### src/rtl/dmem_pkg.sv
// Shared definitions for the data-memory access controller.
//   ADDR_W          : RAM address width (matches register file R0)
//   DATA_W          : pixel data width
//   DEFAULT_TIMEOUT : default ack-wait bound in cycles
//   state_e         : controller state encoding
package dmem_pkg;

  localparam int unsigned ADDR_W          = 19;
  localparam int unsigned DATA_W          = 8;
  localparam int unsigned DEFAULT_TIMEOUT = 64;

  typedef enum logic [1:0] {
    IDLE   = 2'd0,
    ACCESS = 2'd1,
    FINISH = 2'd2
  } state_e;

endpackage

### src/rtl/dmem_timer.sv
// Per-access wait counter.
//   clk, RST : clock, asynchronous active-high reset
//   clr      : synchronous clear (takes priority over en)
//   en       : count enable; the count saturates at the terminal value
//   tc       : terminal count, high while count == TIMEOUT-1
module dmem_timer #(
  parameter int unsigned TIMEOUT = 64
) (
  input  logic clk,
  input  logic RST,
  input  logic clr,
  input  logic en,
  output logic tc
);

  localparam int unsigned CNT_W = $clog2(TIMEOUT);

  logic [CNT_W-1:0] cnt_q, cnt_d;

  assign tc = (cnt_q == CNT_W'(TIMEOUT - 1));

  always_comb begin
    cnt_d = cnt_q;
    if (clr) begin
      cnt_d = '0;
    end else if (en && !tc) begin
      cnt_d = cnt_q + 1'b1;
    end
  end

  always_ff @(posedge clk or posedge RST) begin
    if (RST) begin
      cnt_q <= '0;
    end else begin
      cnt_q <= cnt_d;
    end
  end

endmodule

### src/rtl/dmem_ctrl.sv
// Data-memory access controller between the register file and image RAM.
// Latches address/write data on a request, runs a req/ack handshake with
// the RAM and returns read data with a one-cycle mem_read strobe. A wait
// timer guarantees done is always produced.
//   clk, RST            : clock, asynchronous active-high reset
//   rd_req, wr_req      : access requests, sampled only in IDLE
//   dm_addr, dm_data    : address (R0) and write data (R1[7:0])
//   busy, done, err     : status; done is a one-cycle pulse, err is sticky
//   mem_read, mem_data  : read strobe and held read data to register file
//   ram_req/we/addr/wdata : RAM request side, all registered
//   ram_rdata, ram_ack  : RAM response, valid in the ack cycle
module dmem_ctrl #(
  parameter int unsigned ADDR_W  = dmem_pkg::ADDR_W,
  parameter int unsigned DATA_W  = dmem_pkg::DATA_W,
  parameter int unsigned TIMEOUT = dmem_pkg::DEFAULT_TIMEOUT
) (
  input  logic              clk,
  input  logic              RST,
  input  logic              rd_req,
  input  logic              wr_req,
  input  logic [ADDR_W-1:0] dm_addr,
  input  logic [DATA_W-1:0] dm_data,
  output logic              busy,
  output logic              done,
  output logic              err,
  output logic              mem_read,
  output logic [DATA_W-1:0] mem_data,
  output logic              ram_req,
  output logic              ram_we,
  output logic [ADDR_W-1:0] ram_addr,
  output logic [DATA_W-1:0] ram_wdata,
  input  logic [DATA_W-1:0] ram_rdata,
  input  logic              ram_ack
);

  import dmem_pkg::*;

  state_e            state_q, state_d;
  logic              busy_q, busy_d;
  logic              done_q, done_d;
  logic              err_q, err_d;
  logic              abort_q, abort_d;
  logic              mem_read_q, mem_read_d;
  logic [DATA_W-1:0] mem_data_q, mem_data_d;
  logic              ram_req_q, ram_req_d;
  logic              ram_we_q, ram_we_d;
  logic [ADDR_W-1:0] ram_addr_q, ram_addr_d;
  logic [DATA_W-1:0] ram_wdata_q, ram_wdata_d;

  logic timer_clr;
  logic timer_en;
  logic timer_tc;

  // Timer runs only while waiting for an ack; it is zero on ACCESS entry.
  assign timer_clr = (state_q != ACCESS);
  assign timer_en  = (state_q == ACCESS) && !ram_ack;

  dmem_timer #(
    .TIMEOUT(TIMEOUT)
  ) u_timer (
    .clk (clk),
    .RST (RST),
    .clr (timer_clr),
    .en  (timer_en),
    .tc  (timer_tc)
  );

  // State register and all registered outputs.
  always_ff @(posedge clk or posedge RST) begin
    if (RST) begin
      state_q     <= IDLE;
      busy_q      <= 1'b0;
      done_q      <= 1'b0;
      err_q       <= 1'b0;
      abort_q     <= 1'b0;
      mem_read_q  <= 1'b0;
      mem_data_q  <= '0;
      ram_req_q   <= 1'b0;
      ram_we_q    <= 1'b0;
      ram_addr_q  <= '0;
      ram_wdata_q <= '0;
    end else begin
      state_q     <= state_d;
      busy_q      <= busy_d;
      done_q      <= done_d;
      err_q       <= err_d;
      abort_q     <= abort_d;
      mem_read_q  <= mem_read_d;
      mem_data_q  <= mem_data_d;
      ram_req_q   <= ram_req_d;
      ram_we_q    <= ram_we_d;
      ram_addr_q  <= ram_addr_d;
      ram_wdata_q <= ram_wdata_d;
    end
  end

  // Next-state logic. An ack in the terminal-count cycle takes precedence.
  always_comb begin
    state_d = state_q;
    unique case (state_q)
      IDLE:    if (rd_req || wr_req) state_d = ACCESS;
      ACCESS:  if (ram_ack || timer_tc) state_d = FINISH;
      FINISH:  state_d = IDLE;
      default: state_d = IDLE;
    endcase
  end

  // Output logic: next values of the registered outputs, derived from the
  // next state so that every output is a flop yet aligned with its state.
  always_comb begin
    err_d       = err_q;
    abort_d     = abort_q;
    mem_data_d  = mem_data_q;
    ram_we_d    = ram_we_q;
    ram_addr_d  = ram_addr_q;
    ram_wdata_d = ram_wdata_q;

    unique case (state_q)
      IDLE: begin
        if (rd_req || wr_req) begin
          ram_addr_d  = dm_addr;
          ram_wdata_d = dm_data;
          ram_we_d    = wr_req & ~rd_req;
          err_d       = rd_req & wr_req;
          abort_d     = 1'b0;
        end
      end
      ACCESS: begin
        if (ram_ack) begin
          if (!ram_we_q) mem_data_d = ram_rdata;
        end else if (timer_tc) begin
          err_d   = 1'b1;
          abort_d = 1'b1;
        end
      end
      default: ;
    endcase

    busy_d     = (state_d != IDLE);
    ram_req_d  = (state_d == ACCESS);
    done_d     = (state_d == FINISH);
    mem_read_d = (state_d == FINISH) && !ram_we_d && !abort_d;
  end

  assign busy      = busy_q;
  assign done      = done_q;
  assign err       = err_q;
  assign mem_read  = mem_read_q;
  assign mem_data  = mem_data_q;
  assign ram_req   = ram_req_q;
  assign ram_we    = ram_we_q;
  assign ram_addr  = ram_addr_q;
  assign ram_wdata = ram_wdata_q;

endmodule

### config.mk
export PLATFORM = sky130hd
export DESIGN_NAME = dmem_ctrl
export DESIGN_NICKNAME = d
export VERILOG_FILES = /design/src/rtl/dmem_pkg.sv /design/src/rtl/dmem_timer.sv /design/src/rtl/dmem_ctrl.sv
export SDC_FILE = /design/constraint.sdc
export NUM_CORES = 1
export LEC_CHECK = 0
export BUFFER_PORTS_ARGS = -buffer_cell sky130_fd_sc_hd__buf_2
export CAP_MARGIN = 20
export CORE_MARGIN = 2
export CORE_UTILIZATION = 45
export CTS_BUF_LIST = sky130_fd_sc_hd__clkbuf_2 sky130_fd_sc_hd__clkbuf_4 sky130_fd_sc_hd__clkbuf_8
export DETAILED_ROUTE_END_ITERATION = 10
export PLACE_DENSITY = 0.8
export SYNTH_ARGS = -nofsm -noshare
export SYNTH_HDL_FRONTEND = slang
export SYNTH_SLANG_ARGS = --single-unit
### constraint.sdc
create_clock -name clk -period 1.6 [get_ports clk]
set_input_delay 0.48 -clock clk [delete_from_list [all_inputs] [get_ports clk]]
set_output_delay 0.48 -clock clk [all_outputs]
set_load 0.01 [all_outputs]
==> results.sh, run 1 <==
export IMPL_cts_sinks=50
export IMPL_yosys_warnings=0
export IMPL_ys_types=33
export IMPL_avgRoutedWirePerCell_um=13.6
export IMPL_internal_power_w=0.00318
export IMPL_syn_area_mm2=0.00203
export IMPL_min_period_over_period=0.956
export IMPL_core_mm2=0.00435
export IMPL_synthTopCellsByCount="dfrtp_1, mux2_2, mux2_1, nand2_1, nor2_1"
export IMPL_crit_required_ps=1840
export IMPL_wirelength_mm=3.86
export IMPL_place_inst=273
export IMPL_hpwl_mm=2.84
export IMPL_grt_use_met3=0.0556
export IMPL_period_minus_slack_ps=1530
export IMPL_yosys_register_bits=50
export IMPL_setup_viol=0
export IMPL_io_buffers=80
export IMPL_grt_max_degree=51
export IMPL_htreeDepth=2
export IMPL_maxCapViolations=0
export IMPL_pin_count=81
export IMPL_peakVddDrop_uv=778
export IMPL_slew_violations=0
export IMPL_dieHeight_um=71.1
export IMPL_skew_ps=3.36
export IMPL_die_area_mm2=0.00506
export IMPL_synth_nets=181
export IMPL_synth_area_per_cell_um2=14.5
export IMPL_firstDrtPassIters=3
export IMPL_synth_most_common_cell="dfrtp_1"
export IMPL_clkPwrFrac=0.147
export IMPL_final_core_util=0.607
export IMPL_vias=1410
export IMPL_seqPwrFrac=0.436
export IMPL_hold_violations=0
export IMPL_drt_iter0_drc=42
export IMPL_whs_ps=225
export IMPL_ys_seq_area_frac=0.617
export IMPL_final_area_mm2=0.00264
export IMPL_synth_cells=140
export IMPL_crit_arrival_ps=1770
export IMPL_clock_path_buffers=2
export IMPL_critPathMaxFanout=6
export IMPL_synth_area_leaders="dfrtp_1, mux2_2, mux2_1"
export IMPL_overflow=0
export IMPL_route_detailed_drc=0
export IMPL_yosys_most_used_dff="dfrtp_1"
export IMPL_grt_pass1_vias=1454
export IMPL_seqCellArea_mm2=0.00125
export IMPL_slew_headroom=0.744
export IMPL_antenna_diode_count=0
export IMPL_area_growth_syn_to_layout_pct=30.4
export IMPL_postPlaceCellArea_mm2=0.00253
export IMPL_power_density_mw_per_mm2=1810
export IMPL_min_path_type="in2async"
export IMPL_row_count=24
export IMPL_grt_use_met2=0.277
export IMPL_drt_vias_per_instance=4.96
export IMPL_gp_congestion=0.773
export IMPL_clk_pin_slew_ps=90
export IMPL_multi_input_area_um2=724
export IMPL_start_util=0.466
export IMPL_endpoint_kind="flip-flop"
export IMPL_path_class="reg2reg"
export IMPL_gr_max_usage_layer="met2"
export IMPL_yosysTopAreaCell="dfrtp_1"
export IMPL_root_buffer="clkbuf_8"
export IMPL_netlist_area_leader_share=0.617
export IMPL_use_met1=0.202
export IMPL_nNetsFinal=273
export IMPL_p_leak_nw=1.28
export IMPL_fmax_ghz=0.654
export IMPL_critPathLaunchType="flip-flop"
export IMPL_clk_latency_ps=300
export IMPL_swShare=0.335
export IMPL_layout_drive_gt1_share=0.543
export IMPL_worst_pin_slew_ps=379
export IMPL_grt_pass1_wl_mm=6.53
export IMPL_synthArstFlopShare=1.00
export IMPL_antenna_left=0
export IMPL_grt_use_total=0.165
export IMPL_cts_tree="built"
export IMPL_p_sw_w=0.00161
export IMPL_status="finished, final reports clean"
export IMPL_cts_inserted_buffers=5
export IMPL_final_cell_count_no_fill=284
export IMPL_die_x_um=71.1
export IMPL_combPwrFrac=0.417
export IMPL_synth_edf_count=0
export IMPL_nFillCells=348
export IMPL_antenna_found_initial=0
-- critical path, stage by stage (launching register included) --
cell	delay (ps)
dfrtp_1	410
ha_1	190
and3_1	220
buf_4	170
a21oi_4	230
buf_4	150
a21o_1	110
-- power by group through the flow --
stage | clock network (W) | logic (W) | registers (W)
final | 0.000705 | 0.00200 | 0.00209
after global routing | 0.000768 | 0.00219 | 0.00217
after floorplan | 0 | 0.000909 | 0.00237
after global placement | 0 | 0.00194 | 0.00210
after CTS | 0.000732 | 0.00199 | 0.00210
after detailed placement | 0 | 0.00199 | 0.00211
-- what timing repair did --
action / 4_1_cts / 5_1_grt
setup endpoints to repair: 0 / 10
buffers inserted: 0 / 4
endpoints found under the hold margin: 0 / 0
hold buffers: 0 / 0
gates resized for setup: 0 / 1
-- per-layer routing --
layer / wire, um / share of wire / vias up
li1: - / - / 671
met1: 1600 / 0.41 / 685
met2: 1940 / 0.50 / 48
met3: 264 / 0.068 / 6
met4: 47 / 0.012 / 0
met5: 0 / 0 / -
-- worst paths after layout --
check | from | end | slack (ps) | cells after the start
hold reg to reg | abort_q | mem_read | 460 | 1
setup reg to reg | u_timer.cnt_q[1] | ram_req | 70 | 6
max in group asynchronous | RST | u_timer.cnt_q[5] | 1140 | 3
hold / removal | RST | ram_wdata[1] | 220 | 3
min in group clk | dm_addr[5] | ram_addr[5] | 400 | 2
setup / recovery | u_timer.cnt_q[1] | ram_req | 70 | 6
-- kinds of logic (layout without fill, tap and decap cells) --
family                   Yosys count  after routing  share of synthesized area
buffers and inverters              9            101                     0.0265
flip-flops                        50             50                      0.617
AO/OA/AOI/OAI                     16             16                     0.0704
multiplexers                      39             39                      0.214
adder cells (fa/ha/maj)            1              1                    0.00617
AND/OR/NAND/NOR                   25             25                     0.0654
-- placed cells by master (no fill, tap or decap) --
cell,n
a21oi_4,1
a21boi_1,1
a31oi_1,1
nor2_2,1
nor2_1,4
buf_2,80
nand3_1,1
a41oi_1,1
a2111oi_4,1
clkbuf_4,1
nand2b_1,3
nor2_4,1
buf_4,8
o21ai_0,2
clkbuf_8,5
mux2i_1,4
o2bb2ai_1,1
a211oi_1,1
and2_1,1
a2bb2oi_1,1
and3_1,1
mux2_1,11
nand3b_1,1
buf_12,2
ha_1,1
dfrtp_1,50
clkinvlp_4,2
o21a_1,1
a21o_1,2
a21oi_1,2
nor2b_1,2
nand4b_1,1
nor3b_1,1
mux2_2,24
inv_1,3
a311oi_1,1
nand2_1,8
-- sequential cells by signal, indices dropped and copies added, names as in the netlist --
| signal | cells |
|---|---|
| mem_read | 1 |
| ram_we | 1 |
| ram_req | 1 |
| ram_wdata | 8 |
| ram_addr | 19 |
| busy | 1 |
| abort_q | 1 |
| err | 1 |
| u_timer.cnt_q | 6 |
| state_q | 2 |
| mem_data | 8 |
| done | 1 |
-- per-stage QoR --
step	TNS [ps]	setup WS, ps	power, W
detailed placement	0	65.9	0.00410
global route	-13.0	-9.96	0.00512
global placement	0	82.0	0.00404
floorplan	0	88.9	0.00328
finish	0	70.5	0.00479
CTS	0	45.3	0.00482
-- cell type report --
type / count / area share
inverters: 4 / 0.00710
repair buffers: 90 / 0.189
clock inverters: 1 / 0.00284
well taps: 52 / 0.0246
flip-flops and latches: 50 / 0.473
clock buffers: 6 / 0.0289
multi-input cells: 81 / 0.274
No activity file was read; power rests on OpenSTA's default activity.
==> run 2, diff against run 1 <==
--- a/config.mk
+++ b/config.mk
@@ -7,10 +7,12 @@
 export LEC_CHECK = 0
 export BUFFER_PORTS_ARGS = -buffer_cell sky130_fd_sc_hd__buf_2
 export CAP_MARGIN = 20
+export CORE_ASPECT_RATIO = 2
 export CORE_MARGIN = 2
 export CORE_UTILIZATION = 45
 export CTS_BUF_LIST = sky130_fd_sc_hd__clkbuf_2 sky130_fd_sc_hd__clkbuf_4 sky130_fd_sc_hd__clkbuf_8
 export DETAILED_ROUTE_END_ITERATION = 10
+export GPL_TIMING_DRIVEN = 0
 export PLACE_DENSITY = 0.8
 export SYNTH_ARGS = -nofsm -noshare
 export SYNTH_HDL_FRONTEND = slang
==> run 2 against run 1 <==
Die area rose by 0.63%. Wire length increased by 6.7%. Critical path depth fell by 1. Utilization down 0.22 points. Final area fell by 0.71%. Sequential power about the same. Worst setup slack worse by 56 ps.
==> results.sh, run 2 (synthesis results as in run 1) <==
export IMPL_clk_pin_slew_ps=90
export IMPL_overflow=0
export IMPL_io_buffers=80
export IMPL_combPwrFrac=0.414
export IMPL_hold_violations=0
export IMPL_cts_resized=0
export IMPL_grt_use_total=0.175
export IMPL_firstDrtPassIters=4
export IMPL_path_cells="ha_1 > and3_1 > buf_6 > a2111oi_4 > mux2i_1"
export IMPL_start_util=0.467
export IMPL_avgRoutedWirePerCell_um=14.4
export IMPL_vias=1457
export IMPL_whs_ps=82.6
export IMPL_cts_inserted_buffers=5
export IMPL_crit_required_ps=1820
export IMPL_clock_path_buffers=2
export IMPL_path_class="reg2reg"
export IMPL_dieHeight_um=98.9
export IMPL_antenna_diode_count=0
export IMPL_grt_max_degree=51
export IMPL_antenna_found_initial=0
export IMPL_final_area_mm2=0.00263
export IMPL_core_mm2=0.00434
export IMPL_min_path_type="in2async"
export IMPL_skew_ps=4.96
export IMPL_postPlaceCellArea_mm2=0.00250
export IMPL_row_count=34
export IMPL_crit_path_top_delay_cell="dfrtp_1"
export IMPL_layout_drive_gt1_share=0.537
export IMPL_grt_pass1_wl_mm=6.68
export IMPL_critPathLaunchType="flip-flop"
export IMPL_final_cell_mix="buf_2, dfrtp_1, mux2_2, mux2_1, nand2_1"
export IMPL_largest_register_ff_count=19
export IMPL_maxCapViolations=0
export IMPL_setup_tns_ps=0
export IMPL_root_buffer="clkbuf_8"
export IMPL_slew_violations=0
export IMPL_setup_viol=0
export IMPL_swShare=0.340
export IMPL_hpwl_mm=3.22
export IMPL_p_leak_nw=1.27
export IMPL_power_density_mw_per_mm2=1820
export IMPL_grt_pass1_vias=1494
export IMPL_die_x_um=51.5
export IMPL_drt_vias_per_instance=5.11
export IMPL_cpPeakStageDelay_ps=410
export IMPL_critPathTopFamily="flip-flops"
export IMPL_critPathMaxFanout=6
export IMPL_pin_count=81
export IMPL_mostFrequentLayoutCell="buf_2"
export IMPL_cts_hold_buf=0
export IMPL_fmax_ghz=0.631
export IMPL_htreeDepth=2
export IMPL_internal_power_w=0.00315
export IMPL_nNetsFinal=272
export IMPL_period_minus_slack_ps=1590
export IMPL_seqPwrFrac=0.439
export IMPL_worst_pin_slew_ps=318
export IMPL_die_area_mm2=0.00509
export IMPL_p_sw_w=0.00162
export IMPL_min_period_over_period=0.991
export IMPL_slew_headroom=0.786
export IMPL_antenna_left=0
export IMPL_clk_latency_ps=290
export IMPL_route_detailed_drc=0
export IMPL_clkPwrFrac=0.147
export IMPL_cts_tree="built"
export IMPL_peakVddDrop_uv=1260
export IMPL_crit_arrival_ps=1810
export IMPL_crit_buf_inv=1
export IMPL_status="finished, final reports clean"
export IMPL_gp_congestion=0.809
export IMPL_drt_iter0_drc=16
export IMPL_endpoint_kind="flip-flop"
export IMPL_wirelength_mm=4.12
export IMPL_area_growth_syn_to_layout_pct=29.5
export IMPL_cts_sinks=50
[run 2: cell count changes in the layout (fill, tap and decap cells not counted), sizes merged]
cell and change:
buf -1
[run 2: per-stage QoR]
stage,power (W),setup WS (ps),instances,util
global route,0.00509,-10.3,285,0.605
CTS,0.00481,9.26,282,0.597
global placement,0.00399,29.0,274,0.576
detailed placement,0.00409,-12.5,274,0.576
floorplan,0.00328,88.9,140,-
finish,0.00477,14.2,285,0.605
[run 2: worst paths after layout]
path,startpoint,to,slack [ps],cells after the start
worst max-delay path,u_timer.cnt_q[0],u_timer.cnt_q[5],10,5
min in group clk,dm_addr[0],ram_addr[0],400,2
max in group asynchronous,RST,u_timer.cnt_q[5],1070,3
worst max register to register,u_timer.cnt_q[0],u_timer.cnt_q[5],10,5
worst min register to register,abort_q,mem_read,490,1
worst min-delay path,RST,ram_addr[16],80,2
[run 2: power groups by stage]
stage / sequential (W) / combinational [W] / clock (W)
after floorplan: 0.00237 / 0.000909 / 0
after global placement: 0.00210 / 0.00189 / 0
after detailed placement: 0.00214 / 0.00195 / 0
after CTS: 0.00211 / 0.00198 / 0.000723
after global routing: 0.00217 / 0.00215 / 0.000772
final: 0.00209 / 0.00197 / 0.000702
[run 2: cell type report]
type                            count  area (um^2)
Fill cell                         380         1710
Sequential cell                    50         1250
Multi-Input combinational cell     81          722
Timing Repair Buffer               84          443
Clock buffer                        6         76.3
Tap cell                           54         67.6
Buffer                              5         38.8
Inverter                            4         18.8
Clock inverter                      1         7.51
[run 2: what timing repair did]
item                                    in CTS  in global routing
endpoints found under the setup margin       1                  1
gates cloned                                 0                  0
setup buffers                                1                  2
[run 2: routing by layer]
| metal | share of wire | vias up | GRT usage | wire length (um) |
|---|---|---|---|---|
| met5 | 0 | - | 0 | 0 |
| met4 | 0.026 | 0 | 0.0810 | 108 |
| met3 | 0.045 | 9 | 0.0303 | 186 |
| met2 | 0.61 | 47 | 0.326 | 2490 |
| met1 | 0.32 | 731 | 0.180 | 1330 |
| li1 | - | 670 | - | - |
